`src/rtl/mem_bist_ctrl_if.sv`:
```
// Control/status and memory-port bundle for mem_bist_ctrl.
// master = BIST engine side, slave = environment (host + memory) side.
interface mem_bist_ctrl_if #(
    parameter int ADDR_WIDTH    = 5,
    parameter int DATA_WIDTH    = 8,
    parameter int ERR_CNT_WIDTH = 16
) ();
    logic                     start;
    logic [1:0]               mode;
    logic                     busy;
    logic                     done;
    logic                     pass;
    logic [ERR_CNT_WIDTH-1:0] err_count;
    logic                     first_err_valid;
    logic [ADDR_WIDTH-1:0]    first_err_addr;
    logic [ADDR_WIDTH-1:0]    mem_addr;
    logic                     mem_wr_en;
    logic                     mem_rd_en;
    logic [DATA_WIDTH-1:0]    mem_wdata;
    logic [DATA_WIDTH-1:0]    mem_rdata;

    modport master (
        input  start, mode, mem_rdata,
        output busy, done, pass, err_count, first_err_valid, first_err_addr,
               mem_addr, mem_wr_en, mem_rd_en, mem_wdata
    );

    modport slave (
        output start, mode, mem_rdata,
        input  busy, done, pass, err_count, first_err_valid, first_err_addr,
               mem_addr, mem_wr_en, mem_rd_en, mem_wdata
    );
endinterface

```
`src/rtl/mem_bist_ctrl.sv`:
```
// Memory BIST sequencer: clear, data=address, checkerboard and 3-phase march
// over a single-port synchronous RAM with one-cycle read latency.
module mem_bist_ctrl #(
    parameter int ADDR_WIDTH    = 5,
    parameter int DATA_WIDTH    = 8,
    parameter int ERR_CNT_WIDTH = 16
) (
    input logic             clk,
    input logic             rst_n,
    mem_bist_ctrl_if.master bus
);
    typedef enum logic [2:0] {S_IDLE, S_WR, S_RD, S_CMP, S_FIN} state_t;
    typedef enum logic [1:0] {PH_A, PH_B, PH_C} phase_t;

    localparam logic [ADDR_WIDTH-1:0] ADDR_MAX = '1;

    state_t                   state_q, state_d;
    phase_t                   phase_q, phase_d;
    logic [1:0]               mode_q, mode_d;
    logic [ADDR_WIDTH-1:0]    addr_q, addr_d;
    logic [ERR_CNT_WIDTH-1:0] err_cnt_q, err_cnt_d;
    logic                     fev_q, fev_d;
    logic [ADDR_WIDTH-1:0]    fea_q, fea_d;
    logic                     pass_q, pass_d;

    logic [DATA_WIDTH+ADDR_WIDTH-1:0] addr_ext;
    logic [DATA_WIDTH-1:0]            chk_pat, exp_data, wr_data;
    logic                             mismatch;

    // Expected read data doubles as write data except in the march, where
    // phase B writes the inverse of what it checks.
    always_comb begin
        addr_ext = {{DATA_WIDTH{1'b0}}, addr_q};
        chk_pat  = '0;
        for (int i = 0; i < DATA_WIDTH; i++) chk_pat[i] = addr_q[0] ^ (i % 2 == 0);
        case (mode_q)
            2'd0:    exp_data = '0;
            2'd1:    exp_data = addr_ext[DATA_WIDTH-1:0];
            2'd2:    exp_data = chk_pat;
            default: exp_data = (phase_q == PH_C) ? {DATA_WIDTH{1'b1}} : '0;
        endcase
        if (mode_q == 2'd3) wr_data = (phase_q == PH_B) ? {DATA_WIDTH{1'b1}} : '0;
        else                wr_data = exp_data;
    end

    assign mismatch = (state_q == S_CMP) && (bus.mem_rdata != exp_data);

    always_comb begin
        state_d   = state_q;
        phase_d   = phase_q;
        mode_d    = mode_q;
        addr_d    = addr_q;
        err_cnt_d = err_cnt_q;
        fev_d     = fev_q;
        fea_d     = fea_q;
        pass_d    = pass_q;
        case (state_q)
            S_IDLE: if (bus.start) begin
                mode_d    = bus.mode;
                addr_d    = '0;
                phase_d   = PH_A;
                err_cnt_d = '0;
                fev_d     = 1'b0;
                fea_d     = '0;
                pass_d    = 1'b0;
                state_d   = S_WR;
            end
            S_WR: begin
                if (mode_q != 2'd3) begin
                    state_d = S_RD;
                end else if (phase_q == PH_A) begin
                    if (addr_q == ADDR_MAX) begin
                        phase_d = PH_B;
                        addr_d  = '0;
                        state_d = S_RD;
                    end else begin
                        addr_d  = addr_q + ADDR_WIDTH'(1);
                    end
                end else begin
                    // Phase B hands over to the descending phase C at the top address.
                    state_d = S_RD;
                    if (addr_q == ADDR_MAX) phase_d = PH_C;
                    else                    addr_d  = addr_q + ADDR_WIDTH'(1);
                end
            end
            S_RD: state_d = S_CMP;
            S_CMP: begin
                if (mismatch) begin
                    if (err_cnt_q != '1) err_cnt_d = err_cnt_q + ERR_CNT_WIDTH'(1);
                    if (!fev_q) begin
                        fev_d = 1'b1;
                        fea_d = addr_q;
                    end
                end
                if (mode_q == 2'd3) begin
                    if (phase_q == PH_B)   state_d = S_WR;
                    else if (addr_q == '0) state_d = S_FIN;
                    else begin
                        addr_d  = addr_q - ADDR_WIDTH'(1);
                        state_d = S_RD;
                    end
                end else if (addr_q == ADDR_MAX) begin
                    state_d = S_FIN;
                end else begin
                    addr_d  = addr_q + ADDR_WIDTH'(1);
                    state_d = S_WR;
                end
                if (state_d == S_FIN) pass_d = (err_cnt_d == '0);
            end
            S_FIN:   state_d = S_IDLE;
            default: state_d = S_IDLE;
        endcase
    end

    always_ff @(posedge clk or negedge rst_n) begin
        if (!rst_n) begin
            state_q   <= S_IDLE;
            phase_q   <= PH_A;
            mode_q    <= 2'd0;
            addr_q    <= '0;
            err_cnt_q <= '0;
            fev_q     <= 1'b0;
            fea_q     <= '0;
            pass_q    <= 1'b0;
        end else begin
            state_q   <= state_d;
            phase_q   <= phase_d;
            mode_q    <= mode_d;
            addr_q    <= addr_d;
            err_cnt_q <= err_cnt_d;
            fev_q     <= fev_d;
            fea_q     <= fea_d;
            pass_q    <= pass_d;
        end
    end

    assign bus.busy            = (state_q == S_WR) || (state_q == S_RD) || (state_q == S_CMP);
    assign bus.done            = (state_q == S_FIN);
    assign bus.pass            = pass_q;
    assign bus.err_count       = err_cnt_q;
    assign bus.first_err_valid = fev_q;
    assign bus.first_err_addr  = fea_q;
    assign bus.mem_addr        = addr_q;
    assign bus.mem_wr_en       = (state_q == S_WR);
    assign bus.mem_rd_en       = (state_q == S_RD);
    assign bus.mem_wdata       = (state_q == S_WR) ? wr_data : '0;
endmodule
```
`src/flat_wrapper.sv`:
```
// flat-port wrapper written by rule: the top's interface ports become plain ports
module mem_bist_ctrl_flat 
#(
    parameter int ADDR_WIDTH    = 5,
    parameter int DATA_WIDTH    = 8,
    parameter int ERR_CNT_WIDTH = 16
)
  (clk, rst_n, bus_start, bus_mode, bus_mem_rdata, bus_busy, bus_done, bus_pass, bus_err_count, bus_first_err_valid, bus_first_err_addr, bus_mem_addr, bus_mem_wr_en, bus_mem_rd_en, bus_mem_wdata);
  mem_bist_ctrl_if #(.ADDR_WIDTH(ADDR_WIDTH), .DATA_WIDTH(DATA_WIDTH), .ERR_CNT_WIDTH(ERR_CNT_WIDTH)) bus_i ();
  input logic clk;
  input logic rst_n;
  input wire logic [$bits(bus_i.start)-1:0] bus_start;
  input wire logic [$bits(bus_i.mode)-1:0] bus_mode;
  input wire logic [$bits(bus_i.mem_rdata)-1:0] bus_mem_rdata;
  output wire logic [$bits(bus_i.busy)-1:0] bus_busy;
  output wire logic [$bits(bus_i.done)-1:0] bus_done;
  output wire logic [$bits(bus_i.pass)-1:0] bus_pass;
  output wire logic [$bits(bus_i.err_count)-1:0] bus_err_count;
  output wire logic [$bits(bus_i.first_err_valid)-1:0] bus_first_err_valid;
  output wire logic [$bits(bus_i.first_err_addr)-1:0] bus_first_err_addr;
  output wire logic [$bits(bus_i.mem_addr)-1:0] bus_mem_addr;
  output wire logic [$bits(bus_i.mem_wr_en)-1:0] bus_mem_wr_en;
  output wire logic [$bits(bus_i.mem_rd_en)-1:0] bus_mem_rd_en;
  output wire logic [$bits(bus_i.mem_wdata)-1:0] bus_mem_wdata;
  assign bus_i.start = bus_start;
  assign bus_i.mode = bus_mode;
  assign bus_i.mem_rdata = bus_mem_rdata;
  assign bus_busy = bus_i.busy;
  assign bus_done = bus_i.done;
  assign bus_pass = bus_i.pass;
  assign bus_err_count = bus_i.err_count;
  assign bus_first_err_valid = bus_i.first_err_valid;
  assign bus_first_err_addr = bus_i.first_err_addr;
  assign bus_mem_addr = bus_i.mem_addr;
  assign bus_mem_wr_en = bus_i.mem_wr_en;
  assign bus_mem_rd_en = bus_i.mem_rd_en;
  assign bus_mem_wdata = bus_i.mem_wdata;
  mem_bist_ctrl #(.ADDR_WIDTH(ADDR_WIDTH), .DATA_WIDTH(DATA_WIDTH), .ERR_CNT_WIDTH(ERR_CNT_WIDTH)) u_core (.clk(clk), .rst_n(rst_n), .bus(bus_i));
endmodule
```
`config.mk`:
```
export PLATFORM = sky130hd
export DESIGN_NAME = mem_bist_ctrl_flat
export DESIGN_NICKNAME = d
export VERILOG_FILES = /design/src/rtl/mem_bist_ctrl_if.sv /design/src/rtl/mem_bist_ctrl.sv /design/src/flat_wrapper.sv
export SDC_FILE = /design/constraint.sdc
export NUM_CORES = 1
export LEC_CHECK = 0
export ABC_AREA = 1
export BUFFER_PORTS_ARGS = -buffer_cell sky130_fd_sc_hd__buf_4
export CAP_MARGIN = 20
export CORE_ASPECT_RATIO = 0.75
export CORE_UTILIZATION = 35
export CTS_CLUSTER_SIZE = 10
export DETAILED_ROUTE_END_ITERATION = 8
export GPL_TIMING_DRIVEN = 0
export SLEW_MARGIN = 25
export SYNTH_ARGS = -nofsm -noshare
export SYNTH_HDL_FRONTEND = slang
export SYNTH_SLANG_ARGS = --single-unit
```
`constraint.sdc`:
```
create_clock -name clk -period 4 [get_ports clk]
set_clock_uncertainty 0.1 [all_clocks]
set_input_delay 0.6 -clock clk [delete_from_list [all_inputs] [get_ports clk]]
set_output_delay 0.6 -clock clk [all_outputs]
set_load 0.005 [all_outputs]
```
==> metrics.txt <==
status finished, final reports clean; clk sink count 35; Post-Syn Area 2750 um2; max-slew violation count 0; fin crit share 71.0%; Hold Slack ~0.16 ns; syn_nets between 400 and 500; Distinct cells, synth 38; initial antenna violation count 0; Fmax 352 MHz; dpl hpwl 6260 um; final setup vio count 0; Synth Register Bits 35; H-tree levels 2; post-CTS setup buffers 0; count of flip-flops with a built-in enable after synthesis 0; largest family of logic cells by synthesized area simple AND/OR/NAND/NOR gates; final worst path period need approximately 2.8 ns; setup TNS 0 ns; DRT Pass-1 Iters 5; # fillers roughly 800; Area contributors post-synth dfrtp_1 (32%), nand2_1 (17%), inv_1 (6.4%); Synth top area share 31.9%; post-synthesis mux area share 0%; synthesis-to-layout area growth 23.1%; complex-gate fraction of the synthesized area about 15%; PostCTS Resize Cnt 0; # diodes 0; CTS Buffer Depth 2; drt wl/cell about 14 um; Ports 53; Post-route DRC 0; Vias/cell 5.11; Req. time, crit path between 3 and 4 ns; Min-Delay Path Class in2async; Cell Rows 27; Synth Area in XOR/XNOR 1.91%; final WL just over 8000 um; Leak Pwr 1.66 nW; first-pass GRT wire length between 10000 and 15000 um; area of the multi-input gates roughly 1600 um2; Total Routing Usage GR about a fifth; commonest non-fill, non-tap cell in the layout nand2_1; simple-gate area share of the yosys netlist 39.5%; overall power 2.21 mW; post-layout net count about 500; layout cells sized above 1 between 10% and 20%; post-route ant nets 0; Seq/Total Area, Yosys between 30% and 40%; clock root buffer master clkbuf_8; Post-DP Area 3270 um2; Initial Utilization between 30 and 40%; Final Core Density 45.3%; vias in the first global route around 2.6k; CP Class reg2out; total CTS buffers 5; PwrDens between 600 and 700 nW/um2; Synth area leader dfrtp_1; Core Region 7470 um2; cells after synthesis 421; die width about 100 um; Worst-Margin Slew approximately 0.79 ns; Seq. cell area 876 um2; peak supply drop ~0.38 mV; Worst-Skew Late Latency just under 0.3 ns; die area 8220 um2; gr ovfl total 0; asr flop ratio synth between 90% and 100%; crit end category output port; Die Ht roughly 80 um; CP Launch Type flip-flop; adder-cell share of the synthesized area about 2.7%; Clock transition at path regs 0.08 ns; Yosys warning total 0; Routability Congestion about 0.87; most frequent cells in the layout nand2_1 (124), buf_4 (54), inv_1 (47), nor2_1 (43); DR vias 2975; Final Hold Viols 0; initial DRC count about 290; cell area after layout 3380 um2; hold_buf cts 0; RSZ-0062 raised after global routing no; largest net degree at the start of global routing 36; Slew HR 47.3%; Worst Path Max Fanout 7; CTS tree yes; IO buf count 52; ys flop type dfrtp_1; crit path DAT between 2 and 2.5 ns; Syn Area/Cell roughly 6.5 um2; MaxCap Viol Count 0
-- cell type report --
type,count,area share (%)
plain buffers,11,2.14
clock inverters,2,1.04
repair buffers,52,11.5
inverters,49,5.58
flip-flops and latches,35,25.9
multi-input cells,326,47.6
clock buffers,6,2.44
well taps,101,3.74
-- per-stage QoR --
| stage | setup WS [ns] | instances |
|---|---|---|
| floorplan | 1.88 | 421 |
| global placement | 1.43 | 574 |
| detailed placement | 1.44 | 574 |
| CTS | 1.16 | 582 |
| global route | 0.956 | 582 |
| finish | 1.16 | 582 |
-- Yosys cell counts (all sizes together), types with 2 or more instances --
cell and count:
a21oi 13, a31oi 5, buf 7, clkbuf 4, dfrtp 35, ha 6
inv 49, nand2 129, nand3 37, nand3b 7, nand4 8, nor2 47
nor3 10, o211ai 2, o21ai 36, o22ai 9, or2 2, xor2 6
-- kinds of logic after synthesis --
| kind of cell | Yosys count |
|---|---|
| adder cells (fa/ha/maj) | 6 |
| AND/OR/NAND/NOR | 243 |
| XOR/XNOR | 6 |
| AO/OA/AOI/OAI | 71 |
| flip-flops | 35 |
| buffers and inverters | 60 |
-- sequential cells by signal, indices dropped and copies added (netlist names) --
| signal | cells |
|---|---|
| u_core.bus.mem_addr | 5 |
| u_core.state_q | 3 |
| u_core.bus.err_count | 16 |
| u_core.bus.first_err_addr | 5 |
| u_core.phase_q | 2 |
| u_core.bus.pass | 1 |
| u_core.bus.first_err_valid | 1 |
| u_core.mode_q | 2 |
-- worst paths after layout --
check / slack, ns / to / start / depth (start not counted)
hold / removal: 0.16 / u_core.bus.err_count[1]$_DFFE_PN0P_ / rst_n / 1
hold reg to reg: 0.40 / u_core.bus.pass$_DFFE_PN0P_ / u_core.bus.pass$_DFFE_PN0P_ / 2
setup reg to reg: 1.39 / u_core.bus.pass$_DFFE_PN0P_ / u_core.bus.err_count[0]$_DFFE_PN0P_ / 13
max in group asynchronous: 3.30 / u_core.state_q[1]$_DFFE_PN0P_ / rst_n / 1
setup / recovery: 1.16 / bus_mem_wdata[7] / u_core.state_q[2]$_DFFE_PN0P_ / 7
min in group clk: 0.40 / u_core.bus.pass$_DFFE_PN0P_ / u_core.bus.pass$_DFFE_PN0P_ / 2
-- per-layer routing --
layer	vias to the layer above	part of all wire (%)	global-route usage, %
li1	1508	-	-
met1	1366	54	32.5
met2	94	39	28.0
met3	7	6.4	3.94
met4	0	0.78	5.43
met5	-	0	0
-- worst max-delay path, cell delays in order (launching register included) --
cell     delay [ns]
dfrtp_1        0.44
nor2_1         0.20
inv_1          0.07
nor2_1         0.42
nand2_1        0.30
nor2_1         0.19
buf_4          0.13
buf_4          0.09
-- report_power, final --
part | total [mW] | switching [mW] | internal (mW) | leakage, nW
clock network | 0.340 | 0.138 | 0.202 | 0.0612
logic | 1.32 | 0.847 | 0.471 | 1.13
registers | 0.549 | 0.0978 | 0.452 | 0.463
total | 2.21 | 1.08 | 1.12 | 1.66
Power figures use the tool's default switching activity.
